## config.mk

```make
export PLATFORM = sky130hd
export DESIGN_NAME = i2s_source_scheduler_flat
export DESIGN_NICKNAME = d
export VERILOG_FILES = /design/src/rtl/i2s_sched_pkg.sv /design/src/rtl/i2s_source_scheduler_if.sv /design/src/rtl/i2s_ws_tracker.sv /design/src/rtl/i2s_source_scheduler.sv /design/src/flat_wrapper.sv
export SDC_FILE = /design/constraint.sdc
export NUM_CORES = 1
export LEC_CHECK = 0
export CAP_MARGIN = 20
export CELL_PAD_IN_SITES_DETAIL_PLACEMENT = 1
export CELL_PAD_IN_SITES_GLOBAL_PLACEMENT = 1
export CORE_MARGIN = 3
export CORE_UTILIZATION = 42
export CTS_CLUSTER_DIAMETER = 120
export DETAILED_ROUTE_END_ITERATION = 10
export PLACE_DENSITY_LB_ADDON = 0.1
export SETUP_SLACK_MARGIN = 0.4
export SYNTH_ARGS = -nofsm -noshare
export SYNTH_HDL_FRONTEND = slang
export SYNTH_SLANG_ARGS = --single-unit
```

## constraint.sdc

```tcl
create_clock -name sck -period 4.8 [get_ports sck]
set_clock_uncertainty 0.05 [all_clocks]
set_input_delay 0.72 -clock sck [delete_from_list [all_inputs] [get_ports sck]]
set_output_delay 0.72 -clock sck [all_outputs]
set_load 0.02 [all_outputs]
```

## src/rtl/i2s_sched_pkg.sv

```systemverilog
// Shared types and sizing helpers for the I2S source scheduler.
package i2s_sched_pkg;

    typedef enum logic [1:0] {
        SRC_MUTE = 2'b00,
        SRC_C1   = 2'b01,
        SRC_C2   = 2'b10,
        SRC_AUTO = 2'b11
    } src_t;

    typedef enum logic {
        SYNC = 1'b0,
        RUN  = 1'b1
    } state_t;

    // Counter must hold MAX_BITS+1 so an over-long word stays distinguishable.
    function automatic int unsigned cnt_w(input int unsigned max_bits);
        return $clog2(max_bits + 2);
    endfunction

endpackage

```

## src/rtl/i2s_source_scheduler_if.sv

```systemverilog
// Serial pins and status of the I2S source scheduler.
interface i2s_source_scheduler_if;

    logic       ws;
    logic       sd_c1;
    logic       sd_c2;
    logic [1:0] channel_sel;
    logic       sd_out;
    logic       wsd;
    logic       wsp;
    logic [1:0] active_src;
    logic       pending;
    logic       locked;
    logic       frame_err;

    modport master (
        output ws, sd_c1, sd_c2, channel_sel,
        input  sd_out, wsd, wsp, active_src, pending, locked, frame_err
    );

    modport slave (
        input  ws, sd_c1, sd_c2, channel_sel,
        output sd_out, wsd, wsp, active_src, pending, locked, frame_err
    );

endinterface

```

## src/rtl/i2s_ws_tracker.sv

```systemverilog
// Word-select tracker: delayed ws, word-edge pulse, frame start and
// saturating bit counter used to flag illegal word lengths.
module i2s_ws_tracker
    import i2s_sched_pkg::*;
#(
    parameter int unsigned MAX_BITS = 32,
    parameter int unsigned MIN_BITS = 8
) (
    input  logic sck,
    input  logic rst,
    input  logic ws,
    output logic wsd,
    output logic wsp,
    output logic frame_start_c,
    output logic len_bad_c
);

    localparam int unsigned      CNT_W   = cnt_w(MAX_BITS);
    localparam logic [CNT_W-1:0] CNT_SAT = CNT_W'(MAX_BITS + 1);
    localparam logic [CNT_W-1:0] CNT_MIN = CNT_W'(MIN_BITS);
    localparam logic [CNT_W-1:0] CNT_MAX = CNT_W'(MAX_BITS);

    logic [CNT_W-1:0] bit_cnt;

    assign wsp           = ws ^ wsd;
    assign frame_start_c = ~ws & wsd;
    // At a word edge bit_cnt still holds the length of the word just ended.
    assign len_bad_c     = wsp & ((bit_cnt < CNT_MIN) | (bit_cnt > CNT_MAX));

    always_ff @(posedge sck or posedge rst) begin
        if (rst) begin
            wsd     <= 1'b0;
            bit_cnt <= '0;
        end else begin
            wsd <= ws;
            if (wsp) begin
                bit_cnt <= CNT_W'(1);
            end else if (bit_cnt != CNT_SAT) begin
                bit_cnt <= bit_cnt + CNT_W'(1);
            end
        end
    end

endmodule

```

## src/rtl/i2s_source_scheduler.sv

```systemverilog
// Frame-synchronous scheduler sharing one I2S serial output between two
// sources; source changes only take effect at a left-word boundary.
module i2s_source_scheduler
    import i2s_sched_pkg::*;
#(
    parameter int unsigned MAX_BITS    = 32,
    parameter int unsigned MIN_BITS    = 8,
    parameter int unsigned AUTO_FRAMES = 4
) (
    input  logic                        sck,
    input  logic                        rst,
    i2s_source_scheduler_if.slave       bus
);

    localparam int unsigned       FCNT_W    = (AUTO_FRAMES > 1) ? $clog2(AUTO_FRAMES) : 1;
    localparam logic [FCNT_W-1:0] FCNT_LAST = FCNT_W'(AUTO_FRAMES - 1);

    state_t            state;
    src_t              sel_q;
    src_t              applied_mode;
    src_t              active_q;
    logic [FCNT_W-1:0] frame_cnt;
    logic              sd_out;
    logic              pending;
    logic              frame_err;

    logic wsd;
    logic wsp;
    logic frame_start_c;
    logic len_bad_c;
    logic err_c;
    logic apply_c;
    src_t sel_in_c;

    i2s_ws_tracker #(
        .MAX_BITS (MAX_BITS),
        .MIN_BITS (MIN_BITS)
    ) u_trk (
        .sck           (sck),
        .rst           (rst),
        .ws            (bus.ws),
        .wsd           (wsd),
        .wsp           (wsp),
        .frame_start_c (frame_start_c),
        .len_bad_c     (len_bad_c)
    );

    // A length error outranks a coincident frame start.
    assign err_c    = (state == RUN) & len_bad_c;
    assign apply_c  = frame_start_c & ~err_c;
    assign sel_in_c = src_t'(bus.channel_sel);

    always_ff @(posedge sck or posedge rst) begin
        if (rst) begin
            state        <= SYNC;
            sel_q        <= SRC_MUTE;
            applied_mode <= SRC_MUTE;
            active_q     <= SRC_MUTE;
            frame_cnt    <= '0;
            sd_out       <= 1'b0;
            pending      <= 1'b0;
            frame_err    <= 1'b0;
        end else begin
            sel_q     <= sel_in_c;
            frame_err <= err_c;
            pending   <= (sel_in_c != (apply_c ? sel_q : applied_mode));

            // Mux uses the pre-update source so the previous right LSB is not torn.
            case (active_q)
                SRC_C1:  sd_out <= bus.sd_c1;
                SRC_C2:  sd_out <= bus.sd_c2;
                default: sd_out <= 1'b0;
            endcase

            if (err_c) begin
                state     <= SYNC;
                active_q  <= SRC_MUTE;
                frame_cnt <= '0;
            end else if (frame_start_c) begin
                state        <= RUN;
                applied_mode <= sel_q;
                if (sel_q != SRC_AUTO) begin
                    active_q  <= sel_q;
                    frame_cnt <= '0;
                end else if (state == SYNC || applied_mode != SRC_AUTO) begin
                    active_q  <= SRC_C1;
                    frame_cnt <= '0;
                end else if (frame_cnt == FCNT_LAST) begin
                    frame_cnt <= '0;
                    active_q  <= (active_q == SRC_C1) ? SRC_C2 : SRC_C1;
                end else begin
                    frame_cnt <= frame_cnt + FCNT_W'(1);
                end
            end
        end
    end

    assign bus.sd_out     = sd_out;
    assign bus.wsd        = wsd;
    assign bus.wsp        = wsp;
    assign bus.active_src = active_q;
    assign bus.pending    = pending;
    assign bus.locked     = (state == RUN);
    assign bus.frame_err  = frame_err;

endmodule
```

## src/flat_wrapper.sv

```systemverilog
// flat-port wrapper written by rule: the top's interface ports become plain ports
module i2s_source_scheduler_flat import i2s_sched_pkg::*;
#(
    parameter int unsigned MAX_BITS    = 32,
    parameter int unsigned MIN_BITS    = 8,
    parameter int unsigned AUTO_FRAMES = 4
)
  (sck, rst, bus_ws, bus_sd_c1, bus_sd_c2, bus_channel_sel, bus_sd_out, bus_wsd, bus_wsp, bus_active_src, bus_pending, bus_locked, bus_frame_err);
  i2s_source_scheduler_if bus_i ();
  input  logic sck;
  input  logic rst;
  input wire logic [$bits(bus_i.ws)-1:0] bus_ws;
  input wire logic [$bits(bus_i.sd_c1)-1:0] bus_sd_c1;
  input wire logic [$bits(bus_i.sd_c2)-1:0] bus_sd_c2;
  input wire logic [$bits(bus_i.channel_sel)-1:0] bus_channel_sel;
  output wire logic [$bits(bus_i.sd_out)-1:0] bus_sd_out;
  output wire logic [$bits(bus_i.wsd)-1:0] bus_wsd;
  output wire logic [$bits(bus_i.wsp)-1:0] bus_wsp;
  output wire logic [$bits(bus_i.active_src)-1:0] bus_active_src;
  output wire logic [$bits(bus_i.pending)-1:0] bus_pending;
  output wire logic [$bits(bus_i.locked)-1:0] bus_locked;
  output wire logic [$bits(bus_i.frame_err)-1:0] bus_frame_err;
  assign bus_i.ws = bus_ws;
  assign bus_i.sd_c1 = bus_sd_c1;
  assign bus_i.sd_c2 = bus_sd_c2;
  assign bus_i.channel_sel = bus_channel_sel;
  assign bus_sd_out = bus_i.sd_out;
  assign bus_wsd = bus_i.wsd;
  assign bus_wsp = bus_i.wsp;
  assign bus_active_src = bus_i.active_src;
  assign bus_pending = bus_i.pending;
  assign bus_locked = bus_i.locked;
  assign bus_frame_err = bus_i.frame_err;
  i2s_source_scheduler #(.MAX_BITS(MAX_BITS), .MIN_BITS(MIN_BITS), .AUTO_FRAMES(AUTO_FRAMES)) u_core (.sck(sck), .rst(rst), .bus(bus_i));
endmodule
```

# Yosys cells after proc, flatten, opt, wreduce, memory -nomap -nowiden
# Cells that the tools add are included.
# W data, S select, Z words.
word_totals:
  regBits: 19
  in_bits: 7
  out_inout_bits: 8
  wordCells: 53
op_classes:
  n_addsub: 2
  magnitude_cmp: 2
  n_eq_ne: 7
  mux: 17
  bitwise: 9
  n_reduce_logical: 6
ops:
  columns: ["op", "count"]
  rows:
  - ["$mux W2", 12]
  - ["$mux W6", 2]
  - ["$add A6 B1 Y6 const B", 1]
  - ["$gt A6 B6 Y1 const B", 1]
  - ["$lt A6 B4 Y1 const B", 1]
  - ["$ne A6 B6 Y1 const B", 1]
  - ["$and A1 B1 Y1", 4]
  - ["$eq A2 B2 Y1 const B", 2]
  - ["$ne A2 B2 Y1 const B", 2]
  - ["$reduce_and A2 Y1", 2]
  - ["$reduce_bool A2 Y1", 2]
  - ["$reduce_bool A4 Y1", 1]
  - ["$not A1 Y1", 3]
  - ["$add A2 B1 Y2 const B", 1]
  - ["$eq A2 B1 Y1 const B", 1]
  - ["$mux W1", 2]
  - ["$ne A2 B2 Y1", 1]
  - ["$pmux W1 S2", 1]
  - ["$logic_or A1 B1 Y1", 1]
  - ["$or A1 B1 Y1", 1]
  - ["$xor A1 B1 Y1", 1]

# Depth between registers and ports, before layout
# Gate-level depths: netlist (run 1).
logic_depth:
  word_depth: 8
  mapped_depth: 8

# Cells and area by module
# Synthesis (run 1) repeated with hierarchy kept, for this count alone.
unflattened:
  cells_unflattened: 87
  area_unflattened_um2: 933.4
by_module_without_submodules:
  columns: ["mod", "instances", "cells_each", "area_per_inst_um2"]
  rows:
  - ["i2s_source_scheduler", 1, 49, 539.3]
  - ["i2s_ws_tracker", 1, 38, 394.1]

# Worst setup path before layout (run 1)
# Ideal clock, no wire load.
synth_path:
  path_kind: "input -> register"
  start: "input bus_ws"
  end: "register u_core.pending (netlist: u_core.bus.pending)"
  setup_time_ps: 122
  t_arrival_ps: 2008
  slack_ps: 2620
  stages: 8
  n_path_buf: 1
  cell_sequence: "inv_1 -> ha_1 -> clkbuf_1 -> or3b_2 -> o21ai_0 -> o22ai_1 -> xnor2_1 -> nand2_1"
synth_via:
  elab_chain_len: 7
  elab_cells_between_ends: 9
  classes_between: "eq/ne (1); mux (1); bitwise (7)"
synth_rtl:
  columns: ["item", "line", "rtl"]
  rows:
  - ["start, declared", "flat_wrapper.sv:12", "input wire logic [$bits(bus_i.ws)-1:0] bus_ws;"]
  - ["$xor A1 B1 Y1", "i2s_ws_tracker.sv:25", "assign wsp = ws ^ wsd;"]
  - ["$and A1 B1 Y1", "i2s_ws_tracker.sv:28", "assign len_bad_c = wsp & ((bit_cnt < CNT_MIN) | (bit_cnt > CNT_MAX));"]
  - ["$and A1 B1 Y1", "i2s_source_scheduler.sv:49", "assign err_c = (state == RUN) & len_bad_c;"]
  - ["$not A1 Y1 (no source line)", null, null]
  - ["$and A1 B1 Y1 *", "i2s_source_scheduler.sv:50", "assign apply_c = frame_start_c & ~err_c;"]
  - ["$mux W2 *", "i2s_source_scheduler.sv:66", "pending <= (sel_in_c != (apply_c ? sel_q : applied_mode));"]
  - ["$ne A2 B2 Y1 *", "i2s_source_scheduler.sv:66", null]
  - ["end signal, assigned", "i2s_source_scheduler.sv:66", null]
  - ["end, declared", "i2s_source_scheduler.sv:24", "logic pending;"]
# Mark *: on every way between the ends. The rest lies on a longest branch, timed or not.
# A chain may end at the register's enable or synchronous reset.

# Worst setup path after layout (run 1)
layout_path:
  start: "input bus_ws"
  end: "output bus_wsp"
layout_via:
  elab_chain_len: 1
layout_rtl:
  columns: ["item", "line", "rtl"]
  rows:
  - ["$xor A1 B1 Y1", "i2s_ws_tracker.sv:25", null]
  - ["end, declared", "flat_wrapper.sv:18", "output wire logic [$bits(bus_i.wsp)-1:0] bus_wsp;"]
# No other way between the ends.

==> results.py, run 1 <==
metrics = {
    "clock_tree": {
        "cts_repair_resize_count": 0,
        "max-clock-path-buffers": 2,
        "clk_pin_slew_ns": 0.10,
        "worst_skew_late_latency_ns": 0.29,
        "cts_hold_repair.buffers": 0,
        "numCtsBuffers": 3,
        "clock-root-buffer": "clkbuf_4",
        "clock-sinks": 19,
        "tritoncts_clock_tree": "built",
        "post-cts-setup-buffer-count": 0,
        "htree_levels": 1,
    },
    "sta": {
        "min_period_over_period": 0.6509,
        "timing.setup.tns_ns": 0,
        "final-hold-violation-count": 0,
        "fmaxAchievable_mhz": 320.1,
        "rsz_0062_raised_after_global_routing": "no",
        "fin_max_slew_vios": 0,
        "timing.final.setup_violations": 0,
        "min_period_ns": 3.124,
        "slew_headroom": 0.5304,
        "tightestPinTransition_ns": 0.7037,
    },
    "layout": {
        "postLayoutCoreUtil": 0.5464,
        "area.growth.synth_to_final_pct": 20.14,
        "area.sequential_um2": 475.5,
        "most_common_library_cell_in_the_layout_ignoring_fill_and_taps": "dfrtp_1",
        "nNetsFinal": 119,
        "post_route_cells_drive_above_1_share": 0.05714,
        "multi_input_comb_area_um2": 399.1,
        "final_cell_mix": "dfrtp_1 (19), clkdlybuf4s50_1 (14), nor2_1 (11), inv_1 (8)",
        "antenna-diode-count": 0,
        "filler_cell_count": 234,
    },
    "floorplanning": {
        "die-height_um": 52.80,
        "initial_utilization": 0.4548,
        "core_region_area_um2": 2022,
        "pin_count": 15,
        "dieWidth_um": 52.80,
        "fp-row-count": 16,
        "die_area_um2": 2787,
    },
    "detailed_routing": {
        "wl_um": 1822,
        "wl_per_cell_um": 13.80,
        "drt_drc_violations_left": 0,
        "initialDrtViolationCount": 7,
        "route.vias.total": 677,
        "via_per_inst": 5.129,
        "ant_nets": 0,
        "drtPass1Iterations": 2,
    },
    "synthesis": {
        "post_synth.cell_area_avg_um2": 10.33,
        "synth.largest_area_cell": "dfrtp_1",
        "async_flop_share": 1.000,
        "yosysSeqAreaShare": 0.5170,
        "synth_enable_flop_cells": 0,
        "syn_area_um2": 919.6,
        "yosysTopAreaCellShare": 0.5170,
        "ys_flop_type": "dfrtp_1",
        "ys_warnings": 0,
        "number_of_register_bits_inferred_by_synthesis": 19,
        "postSynthCellCount": 89,
        "synth.top_cells.by_area": "dfrtp_1 (52%), ha_1 (8.2%), nor2_1 (4.5%)",
        "post_synth_num_cell_types": 29,
        "synth_fp_nets": 102,
    },
    "worst_setup_path": {
        "crit_path_required_time_ns": 4.03,
        "worstSetupPathType": "input pin to output port",
        "critical_path_arrival_ns": 2.35,
        "timing.critical_path.fanout_max": 6,
        "timing.critical_path.from_type": "input pin",
        "crit_path_end_kind": "output port",
    },
    "power_and_ir_drop": {
        "static_leakage_nw": 0.4876,
        "power.ir.vdd_worst_mv": 0.2285,
        "power_density_nw_per_um2": 381.1,
    },
    "global_routing": {
        "track_usage": 0.1589,
        "grt_first_pass_wirelength_um": 3243,
        "grt_pass1_vias": 686,
        "maximum_number_of_pins_on_one_net_before_global_route_repair": 20,
        "gr-total-overflow": 0,
        "grt_antenna_before_repair": 0,
    },
    "min_path": {
        "holdCritPathClass": "register to register",
    },
    "place": {
        "numPortBuffers": 14,
        "detailed_place_hpwl_um": 1391,
        "routabilityCongestion": 0.7060,
    },
    "status": {
        "status": "completed",
    },
    "flow_run": {
        "maxCapViolCount": 0,
    },
}
## critical path, stage by stage
cell and delay [ns]:
clkdlybuf4s50_1 0.47, inv_1 0.05, ha_1 0.30, inv_1 0.17, clkdlybuf4s50_1 0.64
## flip-flops by register name (all words and copies together), names as in the netlist
| signal | cells |
|---|---|
| u_core.u_trk.bit_cnt | 6 |
| u_core.applied_mode | 2 |
| u_core.bus.active_src | 2 |
| u_core.frame_cnt | 2 |
| u_core.sel_q | 2 |
| u_core.bus.frame_err | 1 |
| u_core.bus.locked | 1 |
| u_core.bus.pending | 1 |
| u_core.bus.sd_out | 1 |
| u_core.u_trk.wsd | 1 |
## cells by family (layout without fill, tap and decap cells)
| kind of cell | count (synthesis) | count (layout) | synth area share |
|---|---|---|---|
| buffers and inverters | 10 | 26 | 0.04898 |
| XOR/XNOR | 6 | 6 | 0.05714 |
| AND/OR/NAND/NOR | 30 | 30 | 0.1687 |
| flip-flops | 19 | 19 | 0.5170 |
| AO/OA/AOI/OAI | 17 | 17 | 0.1157 |
| adder cells (fa/ha/maj) | 6 | 6 | 0.08163 |
| multiplexers | 1 | 1 | 0.01088 |
## area by class of cell
class / instances / share of cell area
tap: 27 / 0.03058
timing repair buffer: 14 / 0.1268
inverter: 8 / 0.02718
multi-input combinational: 60 / 0.3613
clock buffer: 4 / 0.02378
sequential: 19 / 0.4304
## metal layers
layer  track usage  up-vias  part of all wire
met2        0.2438       13              0.46
met5             0        -                 0
met4       0.03830        0            0.0077
met3       0.03704        2             0.044
li1              -      333                 -
met1        0.2242      329              0.49
## synthesized netlist by cell type, drive strengths merged (2+ instances only)
cell   count
o21ai      4
nand3      3
xnor2      4
a21oi      5
ha         6
xor2       2
nor2      11
inv        8
dfrtp     19
o22ai      2
nand4      2
nand2      6
## per-stage QoR
stage | cells | worst slack, ns | power [mW] | hold WS, ns | instance area [µm²]
after global routing | 132 | 1.604 | 0.4526 | 0.5359 | 1105
after global placement | 128 | 1.686 | 0.3421 | 0.4519 | 1079
after detailed placement | 128 | 1.662 | 0.3464 | 0.4821 | 1079
final | 132 | 1.676 | 0.4211 | 0.4990 | 1105
after floorplan | 89 | 2.620 | 0.2919 | 0.4342 | 919.6
after CTS | 132 | 1.667 | 0.4289 | 0.5062 | 1105
## report_power, final
part	switching (mW)	internal, mW
clock network	0.0475	0.0323
registers	0.0251	0.186
logic	0.0684	0.0615
total	0.141	0.280
## final timing paths
| kind | from | end | slack, ns | depth (start not counted) |
|---|---|---|---|---|
| worst max-delay path | bus_ws | bus_wsp | 1.68 | 5 |
| worst min-delay path | u_core.frame_cnt[1] | u_core.frame_cnt[1] | 0.50 | 2 |
| worst max register to register | u_core.u_trk.bit_cnt[4] | u_core.bus.pending | 2.72 | 5 |
| worst min register to register | u_core.frame_cnt[1] | u_core.frame_cnt[1] | 0.50 | 2 |
| max in group asynchronous | rst | u_core.applied_mode[0] | 3.47 | 2 |
| min in group asynchronous | rst | u_core.u_trk.bit_cnt[0] | 0.78 | 2 |
(Power assumes the default switching activity.)
==> run 2, diff against run 1 <==
Settings changed: CORE_UTILIZATION 42 to 36.
Clock period 4.8 ns to 2.7 ns, I/O delays scaled along.
==> results.py, run 2 (synthesis gave the netlist of run 1 again) <==
metrics = {
    "worst_setup_path": {
        "critical_path_arrival_ns": 1.67,
        "slowest_delay_ns": 0.47,
        "reg2reg_setup_slack_ns": 0.59,
        "critical-path-slowest-cell": "clkdlybuf4s50_1",
        "crit_path_end_kind": "output port",
        "crit_path_required_time_ns": 2.25,
        "timing.critical_path.from_type": "input pin",
        "cp_common_cell": "inv_1",
        "critPathBufInv": 4,
        "cpLargestDelayFamily": "buffers and inverters",
        "worst-path-stages": 5,
        "timing.critical_path.fanout_max": 3,
        "r2r.worst_path.cells": 5,
        "worstSetupPathType": "input pin to output port",
        "cp_cell_sequence": "clkdlybuf4s50_1 -> inv_1 -> ha_1 -> inv_1 -> dlygate4sd2_1",
    },
    "global_routing": {
        "grt_antenna_before_repair": 0,
        "grt_pass1_vias": 707,
        "track_usage": 0.1294,
        "grt_first_pass_wirelength_um": 3215,
        "maximum_number_of_pins_on_one_net_before_global_route_repair": 20,
        "gr-total-overflow": 0,
    },
    "sta": {
        "min_period_ns": 2.124,
        "min_period_over_period": 0.7869,
        "fmaxAchievable_mhz": 470.7,
        "rsz_0062_raised_after_global_routing": "no",
        "timing.final.setup_violations": 0,
        "fin_max_slew_vios": 0,
        "final-hold-violation-count": 0,
        "timing.setup.tns_ns": 0,
        "slew_headroom": 0.5171,
        "tightestPinTransition_ns": 0.7236,
    },
    "clock_tree": {
        "worst_skew_late_latency_ns": 0.29,
        "htree_levels": 1,
        "tritoncts_clock_tree": "built",
        "post-cts-setup-buffer-count": 0,
        "max-clock-path-buffers": 2,
        "clk_pin_slew_ns": 0.11,
        "clock-sinks": 19,
        "numCtsBuffers": 3,
        "clock-root-buffer": "clkbuf_4",
    },
    "floorplanning": {
        "dieWidth_um": 56.54,
        "core_region_area_um2": 2318,
        "die_area_um2": 3197,
        "initial_utilization": 0.3967,
        "die-height_um": 56.54,
        "pin_count": 15,
        "fp-row-count": 17,
    },
    "min_path": {
        "holdCritPathClass": "input pin to async pin",
    },
    "detailed_routing": {
        "ant_nets": 0,
        "initialDrtViolationCount": 5,
        "drt_drc_violations_left": 0,
        "wl_per_cell_um": 14.27,
        "route.vias.total": 688,
        "drtPass1Iterations": 3,
        "via_per_inst": 5.096,
        "wl_um": 1926,
    },
    "layout": {
        "filler_cell_count": 265,
        "final_cell_mix": "dfrtp_1 (19), clkdlybuf4s50_1 (13), nor2_1 (11), inv_1 (8)",
        "area.growth.synth_to_final_pct": 21.91,
        "top_register": "u_core.u_trk.bit_cnt",
        "stdcell_count": 135,
        "postLayoutCoreUtil": 0.4835,
        "nNetsFinal": 121,
        "multi_input_comb_area_um2": 399.1,
        "area.sequential_um2": 475.5,
        "post_route_cells_drive_above_1_share": 0.08411,
        "antenna-diode-count": 0,
        "most_common_library_cell_in_the_layout_ignoring_fill_and_taps": "dfrtp_1",
        "largest_register_ff_count": 6,
    },
    "place": {
        "routabilityCongestion": 0.7594,
        "detailed_place_hpwl_um": 1477,
        "numPortBuffers": 14,
        "dp.cells": 131,
    },
    "power_and_ir_drop": {
        "power.clock.fraction": 0.185,
        "pwr-share-comb": 0.312,
        "netSwitchingFraction": 0.3364,
        "internal-power_mw": 0.4971,
        "net-switching-power_mw": 0.2520,
        "static_leakage_nw": 0.5016,
        "power_density_nw_per_um2": 668.2,
        "power.share.sequential": 0.503,
        "power.ir.vdd_worst_mv": 0.3184,
    },
    "flow_run": {
        "maxCapViolCount": 0,
    },
    "status": {
        "status": "completed",
    },
}
## run 2: worst paths after layout
path,startpoint,to
worst max register to register,u_core.u_trk.bit_cnt[3],u_core.bus.pending
worst max-delay path,bus_ws,bus_wsp
min in group sck,u_core.frame_cnt[1],u_core.frame_cnt[1]
worst min register to register,u_core.frame_cnt[1],u_core.frame_cnt[1]
worst min-delay path,rst,u_core.u_trk.bit_cnt[2]
max in group asynchronous,rst,u_core.bus.active_src[1]
## run 2: power by group through the flow
stage | combinational [mW] | clock, mW | sequential (mW)
2_1_floorplan | 0.115 | 0 | 0.404
3_3_place_gp | 0.231 | 0 | 0.380
3_5_place_dp | 0.239 | 0 | 0.381
4_1_cts | 0.239 | 0.149 | 0.376
5_1_grt | 0.258 | 0.157 | 0.386
6_report | 0.234 | 0.138 | 0.377
## run 2: through the flow
step / setup WS (ns) / power (mW) / area [µm²] / hold WS, ns
after floorplan: 0.7686 / 0.5190 / 919.6 / 0.3061
after global placement: 0.3072 / 0.6110 / 1095 / 0.4644
after detailed placement: 0.2931 / 0.6204 / 1095 / 0.4888
after CTS: 0.5587 / 0.7644 / 1121 / 0.4875
after global routing: 0.4681 / 0.8004 / 1121 / 0.5220
final: 0.5755 / 0.7491 / 1121 / 0.4718
## run 2: area by class of cell
class / count / area share
flip-flops and latches: 19 / 0.4241
inverters: 8 / 0.02679
repair buffers: 16 / 0.1373
well taps: 28 / 0.03125
clock buffers: 3 / 0.02009
clock inverters: 1 / 0.004464
multi-input cells: 60 / 0.3560
## run 2: worst register-to-register path, delay by kind of cell (launching register included)
kind,cells,cell delay (ns)
AO/OA/AOI/OAI,2,0.72
flip-flops,1,0.45
AND/OR/NAND/NOR,2,0.62
XOR/XNOR,1,0.17
## run 2: routing by layer
| layer | vias up | wire length (µm) | GRT usage |
|---|---|---|---|
| li1 | 341 | - | - |
| met1 | 328 | 905 | 0.1599 |
| met2 | 17 | 878 | 0.2030 |
| met3 | 2 | 122 | 0.05057 |
| met4 | 0 | 20 | 0.04746 |
| met5 | - | 0 | 0 |
## run 2: what timing repair did
item	CTS	global route
endpoints found under the setup margin	1	0
gates resized for setup	1	0
hold buffers	0	0
==> run 3, diff against run 2 <==
Settings changed: CORE_UTILIZATION 36 to 39.
Clock period 2.7 ns to 2 ns, I/O delays scaled along.
==> results.py, run 3 (synthesis gave the netlist of run 1 again) <==
metrics = {
    "power_and_ir_drop": {
        "netSwitchingFraction": 0.3612,
        "power.share.sequential": 0.433,
        "power_density_nw_per_um2": 876.9,
        "power.clock.fraction": 0.173,
        "power.ir.vdd_worst_mv": 0.5351,
        "totalPowerFinal_mw": 1.183,
        "net-switching-power_mw": 0.4272,
        "pwr-share-comb": 0.394,
        "static_leakage_nw": 0.6371,
        "internal-power_mw": 0.7556,
    },
    "layout": {
        "post_route_cells_drive_above_1_share": 0.3443,
        "largest_register_ff_count": 6,
        "antenna-diode-count": 0,
        "nNetsFinal": 136,
        "final_cell_mix": "dfrtp_1 (18), buf_4 (15), nor2_1 (8), nand2_1 (6), inv_1 (6)",
        "area.growth.synth_to_final_pct": 46.67,
        "filler_cell_count": 233,
        "fin_area_um2": 1349,
        "top_register": "u_core.u_trk.bit_cnt",
        "most_common_library_cell_in_the_layout_ignoring_fill_and_taps": "dfrtp_1",
        "stdcell_count": 149,
    },
    "sta": {
        "timing.setup.tns_ns": 0,
        "timing.final.setup_violations": 0,
        "tightestPinTransition_ns": 0.3227,
        "rsz_0062_raised_after_global_routing": "yes",
        "fmaxAchievable_mhz": 540.9,
        "min_period_ns": 1.849,
        "slew_headroom": 0.7844,
        "fin_worst_hold_slack_ns": 0.1041,
        "final-hold-violation-count": 0,
        "min_period_over_period": 0.9244,
        "fin_max_slew_vios": 0,
    },
    "min_path": {
        "hold-path-endpoint": "u_core.u_trk.wsd",
        "timing.hold.worst.start": "bus_ws",
        "whs_path_depth": 1,
        "holdCritPathClass": "input pin to register",
    },
    "worst_setup_path": {
        "reg2reg_setup_slack_ns": 0.15,
        "r2r.worst_path.cells": 5,
        "timing.critical_path.fanout_max": 4,
        "critical_path.reg2reg.startpoint": "u_core.u_trk.bit_cnt[4]",
        "critical_path_arrival_ns": 2.01,
        "endpoint_of_the_lowest_slack_register_to_register_path": "u_core.bus.pending",
        "timing.critical_path.from_type": "register",
        "worstSetupPathType": "register to register",
        "crit_path_end_kind": "register",
        "crit_path_required_time_ns": 2.17,
    },
    "clock_tree": {
        "cts_hold_repair.buffers": 0,
        "clk_pin_slew_ns": 0.11,
        "clock-sinks": 19,
        "htree_levels": 1,
        "numCtsBuffers": 3,
        "tritoncts_clock_tree": "built",
        "clock-root-buffer": "clkbuf_4",
        "worst_skew_late_latency_ns": 0.31,
        "max-clock-path-buffers": 2,
    },
    "flow_run": {
        "maxCapViolCount": 0,
    },
    "detailed_routing": {
        "ant_nets": 0,
        "route.vias.total": 786,
        "via_per_inst": 5.275,
        "drt_drc_violations_left": 0,
        "drtPass1Iterations": 4,
        "wl_um": 2438,
        "wl_per_cell_um": 16.36,
        "initialDrtViolationCount": 5,
    },
    "global_routing": {
        "gr-total-overflow": 0,
        "track_usage": 0.1861,
        "grt_pass1_vias": 821,
        "grt_antenna_before_repair": 0,
        "maximum_number_of_pins_on_one_net_before_global_route_repair": 20,
        "grt_first_pass_wirelength_um": 3691,
    },
    "floorplanning": {
        "fp-row-count": 16,
        "die_area_um2": 2977,
        "initial_utilization": 0.4375,
        "core_region_area_um2": 2102,
        "pin_count": 15,
        "die-height_um": 54.56,
        "dieWidth_um": 54.56,
    },
    "status": {
        "status": "completed",
    },
    "place": {
        "dp.cells": 137,
        "placed_cell_area_um2": 1167,
        "numPortBuffers": 14,
        "detailed_place_hpwl_um": 1584,
        "routabilityCongestion": 0.8258,
    },
}
[run 3: cell types whose count changed in the layout (fill, tap and decap cells not counted), sizes merged]
cell,change
dlymetal6s2s,+3
clkdlybuf4s50,-8
dlygate4sd2,+4
buf,+16
[run 3: stage by stage]
stage / setup WS, ns / util
CTS: 0.1246 / 0.6077
global placement: -0.1824 / 0.5554
floorplan: 0.1073 / -
global route: 0.09907 / 0.6417
finish: 0.1512 / 0.6417
detailed placement: -0.2435 / 0.5554
[run 3: layout make-up]
cell class                      count  area (µm²)  share of cell area
Clock buffer                        3       22.52             0.01670
Inverter                            8       30.03             0.02226
Tap cell                           27       33.78             0.02505
Multi-Input combinational cell     60       503.0              0.3729
Timing Repair Buffer               31       277.8              0.2059
Clock inverter                      1       5.005            0.003711
Sequential cell                    19       476.7              0.3534
[run 3: per-layer routing]
metal	wire (µm)	track usage
met1	1035	0.2144
met2	1265	0.3187
met3	90	0.04905
met4	47	0.08714
met5	0	0
[run 3: worst max path at each step]
stage | start | endpoint | slack (ns) | depth (start not counted)
after floorplan | u_core.u_trk.bit_cnt[4] | u_core.bus.pending | 0.11 | 6
after global placement | bus_ws | bus_wsp | -0.18 | 5
after detailed placement | bus_ws | u_core.bus.pending | -0.24 | 9
after CTS | bus_ws | bus_wsp | 0.12 | 5
after global routing | u_core.u_trk.bit_cnt[4] | u_core.bus.pending | 0.1 | 5
final | u_core.u_trk.bit_cnt[4] | u_core.bus.pending | 0.15 | 5
[run 3: critical path: stages, from the launching register on]
cell	delay, ns
dfrtp_1	0.41
or4b_4	0.55
o311a_4	0.36
o22ai_4	0.18
xnor2_1	0.14
nand2_1	0.07
[run 3: what timing repair did]
| action | CTS | global route |
|---|---|---|
| endpoints found under the hold margin | 0 | 0 |
| setup buffers | 4 | 4 |
| gates resized for setup | 20 | 15 |
| pin swaps | 1 | 4 |
| setup endpoints to repair | 19 | 15 |
[run 3: power by group through the flow]
stage               Sequential [mW]  Combinational (mW)  Clock, mW
floorplan                     0.546               0.175          0
global placement              0.512               0.361          0
detailed placement            0.515               0.373          0
CTS                           0.508               0.414      0.209
global route                  0.523               0.500      0.231
finish                        0.512               0.466      0.204
